## src/rtl/load_line.sv

```systemverilog
// Cache line fill engine: arbitrates for the system bus, issues one read
// request for a 64-byte line and assembles the returned beats into a line.
module load_line #(
    parameter int unsigned BUS_DATA_WIDTH = 64,
    parameter int unsigned BUS_TAG_WIDTH  = 13,
    parameter int unsigned BEATS          = 8
) (
    input  logic                               clk,
    input  logic                               reset,
    input  logic                               enable,
    input  logic [BUS_DATA_WIDTH-1:0]          addr,
    output logic                               abtr_reqcyc,
    input  logic                               abtr_grant,
    output logic                               bus_busy,
    output logic                               main_bus_reqcyc,
    output logic [BUS_DATA_WIDTH-1:0]          main_bus_req,
    output logic [BUS_TAG_WIDTH-1:0]           main_bus_reqtag,
    input  logic                               main_bus_reqack,
    input  logic                               main_bus_respcyc,
    input  logic [BUS_DATA_WIDTH-1:0]          main_bus_resp,
    input  logic [BUS_TAG_WIDTH-1:0]           main_bus_resptag,
    output logic                               main_bus_respack,
    output logic                               ready,
    output logic [BUS_DATA_WIDTH*BEATS-1:0]    data
);

    localparam int unsigned LINE_OFFSET_W = 6;
    localparam int unsigned SYSBUS_READ   = 1;
    localparam int unsigned SYSBUS_MEMORY = 1;
    localparam logic [BUS_TAG_WIDTH-1:0] READ_MEM_TAG =
        BUS_TAG_WIDTH'((SYSBUS_READ << 12) | (SYSBUS_MEMORY << 8));
    localparam logic [3:0] LAST_BEAT = 4'(BEATS - 1);

    typedef enum logic [2:0] {
        IDLE,
        ARB,
        ADDR,
        RECV,
        DONE
    } state_t;

    state_t                    state;
    logic [3:0]                beat;
    logic [BUS_DATA_WIDTH-1:0] line_addr;

    // State, beat counter, line address and line data
    always_ff @(posedge clk) begin
        if (reset) begin
            state     <= IDLE;
            beat      <= 4'd0;
            line_addr <= '0;
            data      <= '0;
        end else begin
            case (state)
                IDLE, DONE: begin
                    if (enable) begin
                        state     <= ARB;
                        line_addr <= {addr[BUS_DATA_WIDTH-1:LINE_OFFSET_W], LINE_OFFSET_W'(0)};
                    end
                end
                ARB: begin
                    if (abtr_grant) state <= ADDR;
                end
                ADDR: begin
                    if (main_bus_reqack) begin
                        state <= RECV;
                        beat  <= 4'd0;
                    end
                end
                RECV: begin
                    if (main_bus_respcyc) begin
                        data[beat*BUS_DATA_WIDTH +: BUS_DATA_WIDTH] <= main_bus_resp;
                        beat <= beat + 4'd1;
                        if (beat == LAST_BEAT) state <= DONE;
                    end
                end
                default: state <= IDLE;
            endcase
        end
    end

    // Bus-facing outputs decode from the state register alone
    assign abtr_reqcyc     = (state == ARB);
    assign bus_busy        = (state == ADDR) || (state == RECV);
    assign main_bus_reqcyc = (state == ADDR);
    assign main_bus_req    = (state == ADDR) ? line_addr : '0;
    assign main_bus_reqtag = (state == ADDR) ? READ_MEM_TAG : '0;
    assign ready           = (state == DONE);

    // A reset cycle must not acknowledge a beat it is about to discard
    assign main_bus_respack = (state == RECV) && main_bus_respcyc && !reset;

    // Single outstanding request: response tag and line offset are not needed
    logic unused;
    assign unused = ^{main_bus_resptag, addr[LINE_OFFSET_W-1:0]};

endmodule

```

## config.mk

```make
export PLATFORM = sky130hd
export DESIGN_NAME = load_line
export DESIGN_NICKNAME = d
export VERILOG_FILES = /design/src/rtl/load_line.sv
export SDC_FILE = /design/constraint.sdc
export NUM_CORES = 1
export LEC_CHECK = 0
export ABC_AREA = 0
export BUFFER_PORTS_ARGS = -buffer_cell sky130_fd_sc_hd__buf_2
export CAP_MARGIN = 30
export CORE_AREA = 2 2 292 294
export CTS_BUF_LIST = sky130_fd_sc_hd__clkbuf_16
export DETAILED_ROUTE_END_ITERATION = 7
export DIE_AREA = 0 0 294 296
export GPL_ROUTABILITY_DRIVEN = 0
export GPL_TIMING_DRIVEN = 0
export SYNTH_ARGS = -nofsm -noshare
export SYNTH_HDL_FRONTEND = slang
export SYNTH_SLANG_ARGS = --single-unit
```

## constraint.sdc

```tcl
create_clock -name clk -period 3.7 [get_ports clk]
set_clock_uncertainty 0.15 [all_clocks]
set_input_delay 0.74 -clock clk [delete_from_list [all_inputs] [get_ports clk]]
set_output_delay 0.74 -clock clk [all_outputs]
set_load 0.05 [all_outputs]
```

# After elaboration in Yosys (flattened, before gate mapping)
# Index checks and enable logic that the tools add are counted.
# W data, S select, Z words.
op_classes:
  mux: 12
  n_eq_ne: 10
  add_sub_neg: 2
  reduce_logical: 11
  shifts: 2
op_table:
  columns: ["op", "count"]
  rows:
  - ["$bwmux W512", 1]
  - ["$shift A64 B34 Y512 const A", 1]
  - ["$shiftx A64 B34 Y512", 1]
  - ["$mux W64", 1]
  - ["$neg A10 Y34", 1]
  - ["$mux W3", 5]
  - ["$mux W13", 1]
  - ["$pmux W3 S4", 1]
  - ["$mux W4", 2]
  - ["$pmux W4 S2", 1]
  - ["$eq A3 B2 Y1 const B", 2]
  - ["$ne A2 B2 Y1 const B", 3]
  - ["$reduce_and A5 Y1", 1]
  - ["$add A4 B1 Y4 const B", 1]
  - ["$eq A4 B3 Y1 const B", 1]
  - ["$ne A2 B1 Y1 const B", 2]
  - ["$reduce_and A2 Y1", 2]
  - ["$eq A3 B1 Y1 const B", 1]
  - ["$eq A3 B3 Y1 const B", 1]
  - ["$logic_not A3 Y1", 1]
  - ["$reduce_and A3 Y1", 1]
  - ["$logic_and A1 B1 Y1", 2]
  - ["$reduce_bool A2 Y1", 1]
  - ["$reduce_or A2 Y1", 1]
  - ["2 further kinds", 2]
word_totals:
  elab_cells: 41
  register_bits: 577
  input_bits: 147

# Logic depth before layout (Yosys ltp)
# Gate-level depths: netlist of the first run.
depth:
  ltp_word: 4
  mapped_depth: 10
  mapped_depth_nobuf: 6

# Worst setup path after synthesis of the first run
# No wires, ideal clock.
synth_timing:
  path_kind: "input-to-output"
  start: "in reset"
  end: "out main_bus_respack"
  cell_stages: 5
  setup_slack_ps: 708
  t_arrival_ps: 2102
  cell_sequence: "buf_2 -> buf_2 -> clkbuf_1 -> clkbuf_1 -> nor2_1"
synth_between:
  elab_chain_len: 2
synth_lines:
  columns: ["item", "line", "rtl"]
  rows:
  - ["start, declared", "9", "input logic reset,"]
  - ["$logic_not A1 Y1", "91", "assign main_bus_respack = (state == RECV) && main_bus_respcyc && !reset;"]
  - ["$logic_and A1 B1 Y1", "91", null]
  - ["end, declared", "22", "output logic main_bus_respack,"]
# Every way passes these cells.

# Worst setup path in the final report of the first run
# Ends and elaborated chain as after synthesis.

==> metrics.csv, run 1 <==
metric,value,unit
status,"finished, final reports clean",
synth_compound_gate_area_share,0.0847,
num_io_pins,741,
instances_no_fill,4587,
antenna_found_initial,1,
worst-endpoint-required,2810,ps
ant_nets,0,
die_area,87000,µm²
clockRootBuffer,clkbuf_16,
grt_max_degree,20,
synthTopCellsByArea,"dfxtp_1 (50%), nand2b_1 (12%), mux2i_1 (8.3%), nand2_1 (6.1%), nand3_1 (5.5%)",
rows,107,
cts_sinks,577,
clockBufferDepth,3,
hp-class,primary input to flip-flop,
vias_per_cell,4.75,
post_dp_cell_area,28400,µm²
cp_max_fo,19,
fp.dieH,296,µm
dp_cells,4465,
cts.clk_slew.worst_paths,60,ps
slew_headroom,0.311,
peakVddDrop,0.329,mV
cp_data_arrival_time,2730,ps
yosysMostFrequentCell,dfxtp_1,
synthFlopType,dfxtp_1,
synth_xor_area_frac,0.00177,
synth-edff-count,0,
cap_violations,0,
netlist_area,23300,µm²
grt_usage,0.237,
p_leak,0.0140,µW
crit_path_cell_trace,buf_2 > buf_2 > buf_4 > clkbuf_1 > nor2_1 > buf_2,
dpl.hpwl,83000,µm
path_class,primary input to primary output,
vias,21800,
min_period,3620,ps
p_per_area,449,nW/µm²
synth_top_family_by_area,simple AND/OR/NAND/NOR gates,
synth_mux_area_frac,0.0838,
portBuffers,704,
core_area,84200,µm²
met1Wirelength,44300,µm
period_share,0.979,
cpPeakStageDelay,560,ps
yosys.area.top_type,dfxtp_1,
start_util,0.277,
critical_path.most_common_cell,buf_2,
topRoutingLayerUsed,met4,
synth_simple_gate_area_frac,0.275,
wl_met2,52400,µm
drive_above_1_share,0.262,
endpoint_kind,primary output,
drc,0,
routed_wl,108000,µm
yosysTopAreaCellShare,0.496,
nets,3599,
rsz0062_at_grt,no,
synth.avg_cell_area,8.82,µm²
maxSlewViolCount,0,
grt_pass1_wl,150000,µm
cts_tree,built,
firstDrtPassIters,5,
synthArstFlopShare,0,
hold_viol,0,
wire_per_inst,23.6,µm
met3_length,8020,µm
netlist_top_cells_count,"dfxtp_1 (577), nand2b_1 (444), nand2_1 (381)",
start_kind,primary input,
die_w,294,µm
ys_seq_area_frac,0.496,
htree_levels,3,
area_growth,30.9,%
grt_pass1_vias,20700,
cts_buffers,69,
synth_cell_types,41,
grt.overflow.total,0,
ys_seq_elements,577,
synth_fa_ha_area_frac,0.00268,
dr.first_iter.drc_count,1251,
worstMarginPinSlew,1030,ps
setup_violations,0,
timing.fmax,276,MHz
final_area,30500,µm²
syn_inst,2643,
postCtsHoldBufs,0,
ys_warn_count,0,
insertion_delay,590,ps
crit_path_top_delay_cell,clkbuf_1,
[critical path: cells and delay by family]
family                 cells  cell delay (ps)
buffers and inverters      5             1790
AND/OR/NAND/NOR            1              120
[layout by cell type, fill, tap and decap left out, types with 6 or more instances in the layout]
cell | netlist | final
o21ai_0 | 232 | 232
clkbuf_1 | 139 | 136
nor2_1 | 12 | 10
conb_1 | 1 | 17
clkinv_2 | 0 | 9
clkbuf_16 | 0 | 70
and4_1 | 6 | 6
nor2b_1 | 37 | 37
nand2_1 | 381 | 381
buf_8 | 0 | 8
a21oi_1 | 134 | 134
inv_1 | 7 | 24
nand3_1 | 257 | 257
mux2i_1 | 194 | 194
buf_2 | 34 | 738
dfxtp_1 | 577 | 577
clkbuf_2 | 5 | 7
buf_4 | 29 | 32
nand4_1 | 7 | 7
clkinv_1 | 0 | 15
o21ai_1 | 18 | 18
and2_1 | 61 | 61
buf_6 | 31 | 33
nand2b_1 | 444 | 444
[layout make-up]
cell class / count / area (µm²)
antenna: 2 / 5.00
timing repair buffer: 718 / 3710
fill: 8811 / 53700
tap: 1090 / 1360
buffer: 240 / 1300
inverter: 7 / 26.3
clock buffer: 70 / 1750
multi-input combinational: 1834 / 10500
clock inverter: 49 / 277
sequential: 577 / 11600
[layer usage]
| layer | track usage | vias up |
|---|---|---|
| met1 | 0.288 | 10500 |
| li1 | - | 10300 |
| met5 | 0 | - |
| met2 | 0.410 | 826 |
| met4 | 0.0748 | 0 |
| met3 | 0.0606 | 156 |
[sequential cells by signal, summed over array words and instances, names as in the netlist]
name and flops:
line_addr 58, beat 4, state 3, data 512
[logic make-up (layout without fill, tap and decap cells)]
kind of cell    after synthesis  in the layout
mux                         195            195
compound gates              391            391
buf+inv                     248           1084
other cells                   1             19
flops                       577            577
fa+ha+maj                     5              5
simple gates               1223           1223
xor+xnor                      3              3
[path summary, 6_finish.rpt]
check	from	endpoint	slack, ps	depth (start not counted)
max	reset	main_bus_respack	80	6
min	addr[62]	line_addr[62]	230	3
max reg2reg	beat[0]	data[317]	230	9
min reg2reg	data[9]	data[9]	300	2
[stage by stage]
| stage | hold WS, ps | TNS, ps | setup slack, ps | utilization | power [µW] |
|---|---|---|---|---|---|
| floorplan | 282 | 0 | 708 | - | 7050 |
| global placement | 288 | -38760 | -772 | 0.336 | 7510 |
| detailed placement | 293 | -4400 | -747 | 0.338 | 7520 |
| CTS | 186 | 0 | 30.0 | 0.362 | 13800 |
| global route | 204 | 0 | 6.63 | 0.362 | 14100 |
| finish | 232 | 0 | 76.5 | 0.362 | 13700 |
[where the power goes]
| part | internal [µW] | switching [µW] | total [µW] |
|---|---|---|---|
| logic | 300 | 762 | 1060 |
| clock network | 3500 | 2810 | 6310 |
| registers | 6290 | 34.6 | 6320 |
| total | 10100 | 3610 | 13700 |
[what timing repair did]
item	in CTS	in global routing
endpoints found under the setup margin	63	49
buffers inserted	0	1
pin swaps	0	1
resized for setup	6	3
Note: power is estimated with default switching activity, not from simulation.
==> run 2: changes to the inputs <==
--- a/config.mk
+++ b/config.mk
@@ -14,6 +14,7 @@
 export DIE_AREA = 0 0 294 296
 export GPL_ROUTABILITY_DRIVEN = 0
 export GPL_TIMING_DRIVEN = 0
+export REMOVE_ABC_BUFFERS = 1
 export SYNTH_ARGS = -nofsm -noshare
 export SYNTH_HDL_FRONTEND = slang
 export SYNTH_SLANG_ARGS = --single-unit
==> metrics.csv, run 2 (synthesis gave the netlist of run 1 again) <==
metric,value,unit,change
dpl.hpwl,55400,µm,-33%
clock_power_share,0.475,,+0.014
dp_cells,4272,,-4.3%
grt_pass1_vias,19100,,-8.0%
status,"finished, final reports clean",,
cts.clk_slew.worst_paths,60,ps,about the same
power.share.switching,0.253,,-0.0108
met3_length,5090,µm,-36%
start_util,0.277,,unchanged
vias_per_cell,4.56,,-3.9%
drc,0,,unchanged
rows,107,,unchanged
largest-register,data,,
power,13800,µW,+0.63%
cp_data_arrival_time,2530,ps,-200 ps
insertion_delay,590,ps,about the same
fp.dieH,296,µm,unchanged
vias,20100,,-7.8%
p_leak,0.0138,µW,-1.7%
worstHoldStart,addr[52],,
setup_slack,276,ps,+199 ps
routed_wl,80300,µm,-26%
met1Wirelength,33900,µm,-24%
seq_power_share,0.460,,-0.002
multiInputGateArea,10600,µm²,+0.56%
cts_tree,built,,
largest_reg_flops,512,,unchanged
layout_common_cells,"buf_2 (703), dfxtp_1 (576), nand2b_1 (443), nand2_1 (380), nand3_1 (257)",,
cts_sinks,577,,unchanged
die_area,87000,µm²,unchanged
drive_above_1_share,0.269,,+0.00724
die_w,294,µm,unchanged
period_share,0.925,,-0.0539
portBuffers,704,,unchanged
worstMarginPinSlew,917,ps,-117 ps
worstRegToRegCells,9,,unchanged
start_kind,flip-flop,,
worst-endpoint-required,2810,ps,about the same
nFillCells,8707,,-1.2%
wire_per_inst,18.2,µm,-23%
setup_violations,0,,unchanged
timing.rr.start,beat[0],,
num_io_pins,741,,unchanged
core_area,84200,µm²,unchanged
nets,3414,,-5.1%
antenna_found_initial,4,,+3
p_int,10300,µW,+2.1%
endpoint_kind,primary output,,
maxSlewViolCount,0,,unchanged
cts_buffers,67,,-2.9%
regArea,11600,µm²,about the same
hp-class,primary input to flip-flop,,
p_per_area,456,nW/µm²,+1.4%
hold_viol,0,,unchanged
cp_max_fo,33,,+14
ant_nets,0,,unchanged
whs,228,ps,-3.28 ps
path_class,flip-flop to primary output,,
largestRegisters,"data (512), line_addr (58), beat (4)",,
dr.first_iter.drc_count,1164,,-7.0%
min_period,3420,ps,-199 ps
holdPathStages,3,,unchanged
grt.overflow.total,0,,unchanged
grt_max_degree,190,,+850%
grt_usage,0.173,,-0.0643
rsz0062_at_grt,no,,
htree_levels,3,,unchanged
slew_headroom,0.388,,+0.0772
topRoutingLayerUsed,met4,,
switchingPower,3480,µW,-3.5%
hold_end,line_addr[52],,
instances_no_fill,4402,,-4.0%
clockBufferDepth,3,,unchanged
grt_pass1_wl,118000,µm,-22%
reg2reg_slack,480,ps,+250 ps
final_common_cell,buf_2,,
r2r-end,data[61],,
timing.fmax,292,MHz,+5.8%
firstDrtPassIters,5,,unchanged
peakVddDrop,0.282,mV,-14%
clockRootBuffer,clkbuf_16,,
area_growth,29.8,%,
dpl_worst_slack,-117,ps,+630 ps
comb_power_share,0.066,,-0.012
wl_met2,38700,µm,-26%
cap_violations,0,,unchanged
run 2: power groups by stage:
stage,clock network [µW],registers [µW],logic [µW]
after global routing,6960,6340,979
after detailed placement,0,6470,903
after global placement,0,6470,917
after floorplan,0,6500,442
final,6540,6330,907
after CTS,6740,6330,906
run 2: metal layers:
layer | track usage | vias up
met1 | 0.213 | 9452
met5 | 0 | -
met2 | 0.292 | 569
met4 | 0.0681 | 0
met3 | 0.0406 | 143
li1 | - | 9930
run 2: how the worst max path moves through the flow:
| stage | from | to | slack, ps | cells after the start |
|---|---|---|---|---|
| CTS | state[1] | main_bus_req[16] | 10 | 5 |
| finish | state[1] | main_bus_req[16] | 280 | 5 |
| global placement | reset | data[77] | -17910 | 4 |
| floorplan | state[1] | main_bus_req[10] | -1570 | 3 |
| global route | state[1] | main_bus_req[16] | 80 | 5 |
| detailed placement | beat[0] | data[404] | -120 | 9 |
run 2: worst max-delay path, cell delays in order (launching register included):
cell,delay (ps)
dfxtp_1,540
nand2b_2,240
nor2_4,430
buf_16,220
and2_1,200
buf_2,290
run 2: metrics by stage:
stage               utilization   TNS, ps  instance area, µm²
floorplan                     -   -452070               22100
global placement          0.320  -6217250               27000
detailed placement        0.333     -1980               28000
CTS                       0.359         0               30200
global route              0.359         0               30300
finish                    0.359         0               30300
run 2: cell type report:
| cell class | count | share of cell area |
|---|---|---|
| repair buffers | 773 | 0.152 |
| flip-flops and latches | 577 | 0.382 |
| inverters | 7 | 0.000868 |
| clock inverters | 47 | 0.0142 |
| clock buffers | 68 | 0.0562 |
| diodes | 4 | 0.000331 |
| multi-input cells | 1836 | 0.349 |
| well taps | 1090 | 0.0451 |
run 2: repair_timing:
action | CTS | global route
pin swaps | 2 | 3
endpoints found under the setup margin | 22 | 92
endpoints found under the hold margin | 0 | 0
gates cloned | 0 | 2
hold buffers | 0 | 0
resized for setup | 0 | 2
setup buffers | 4 | 5
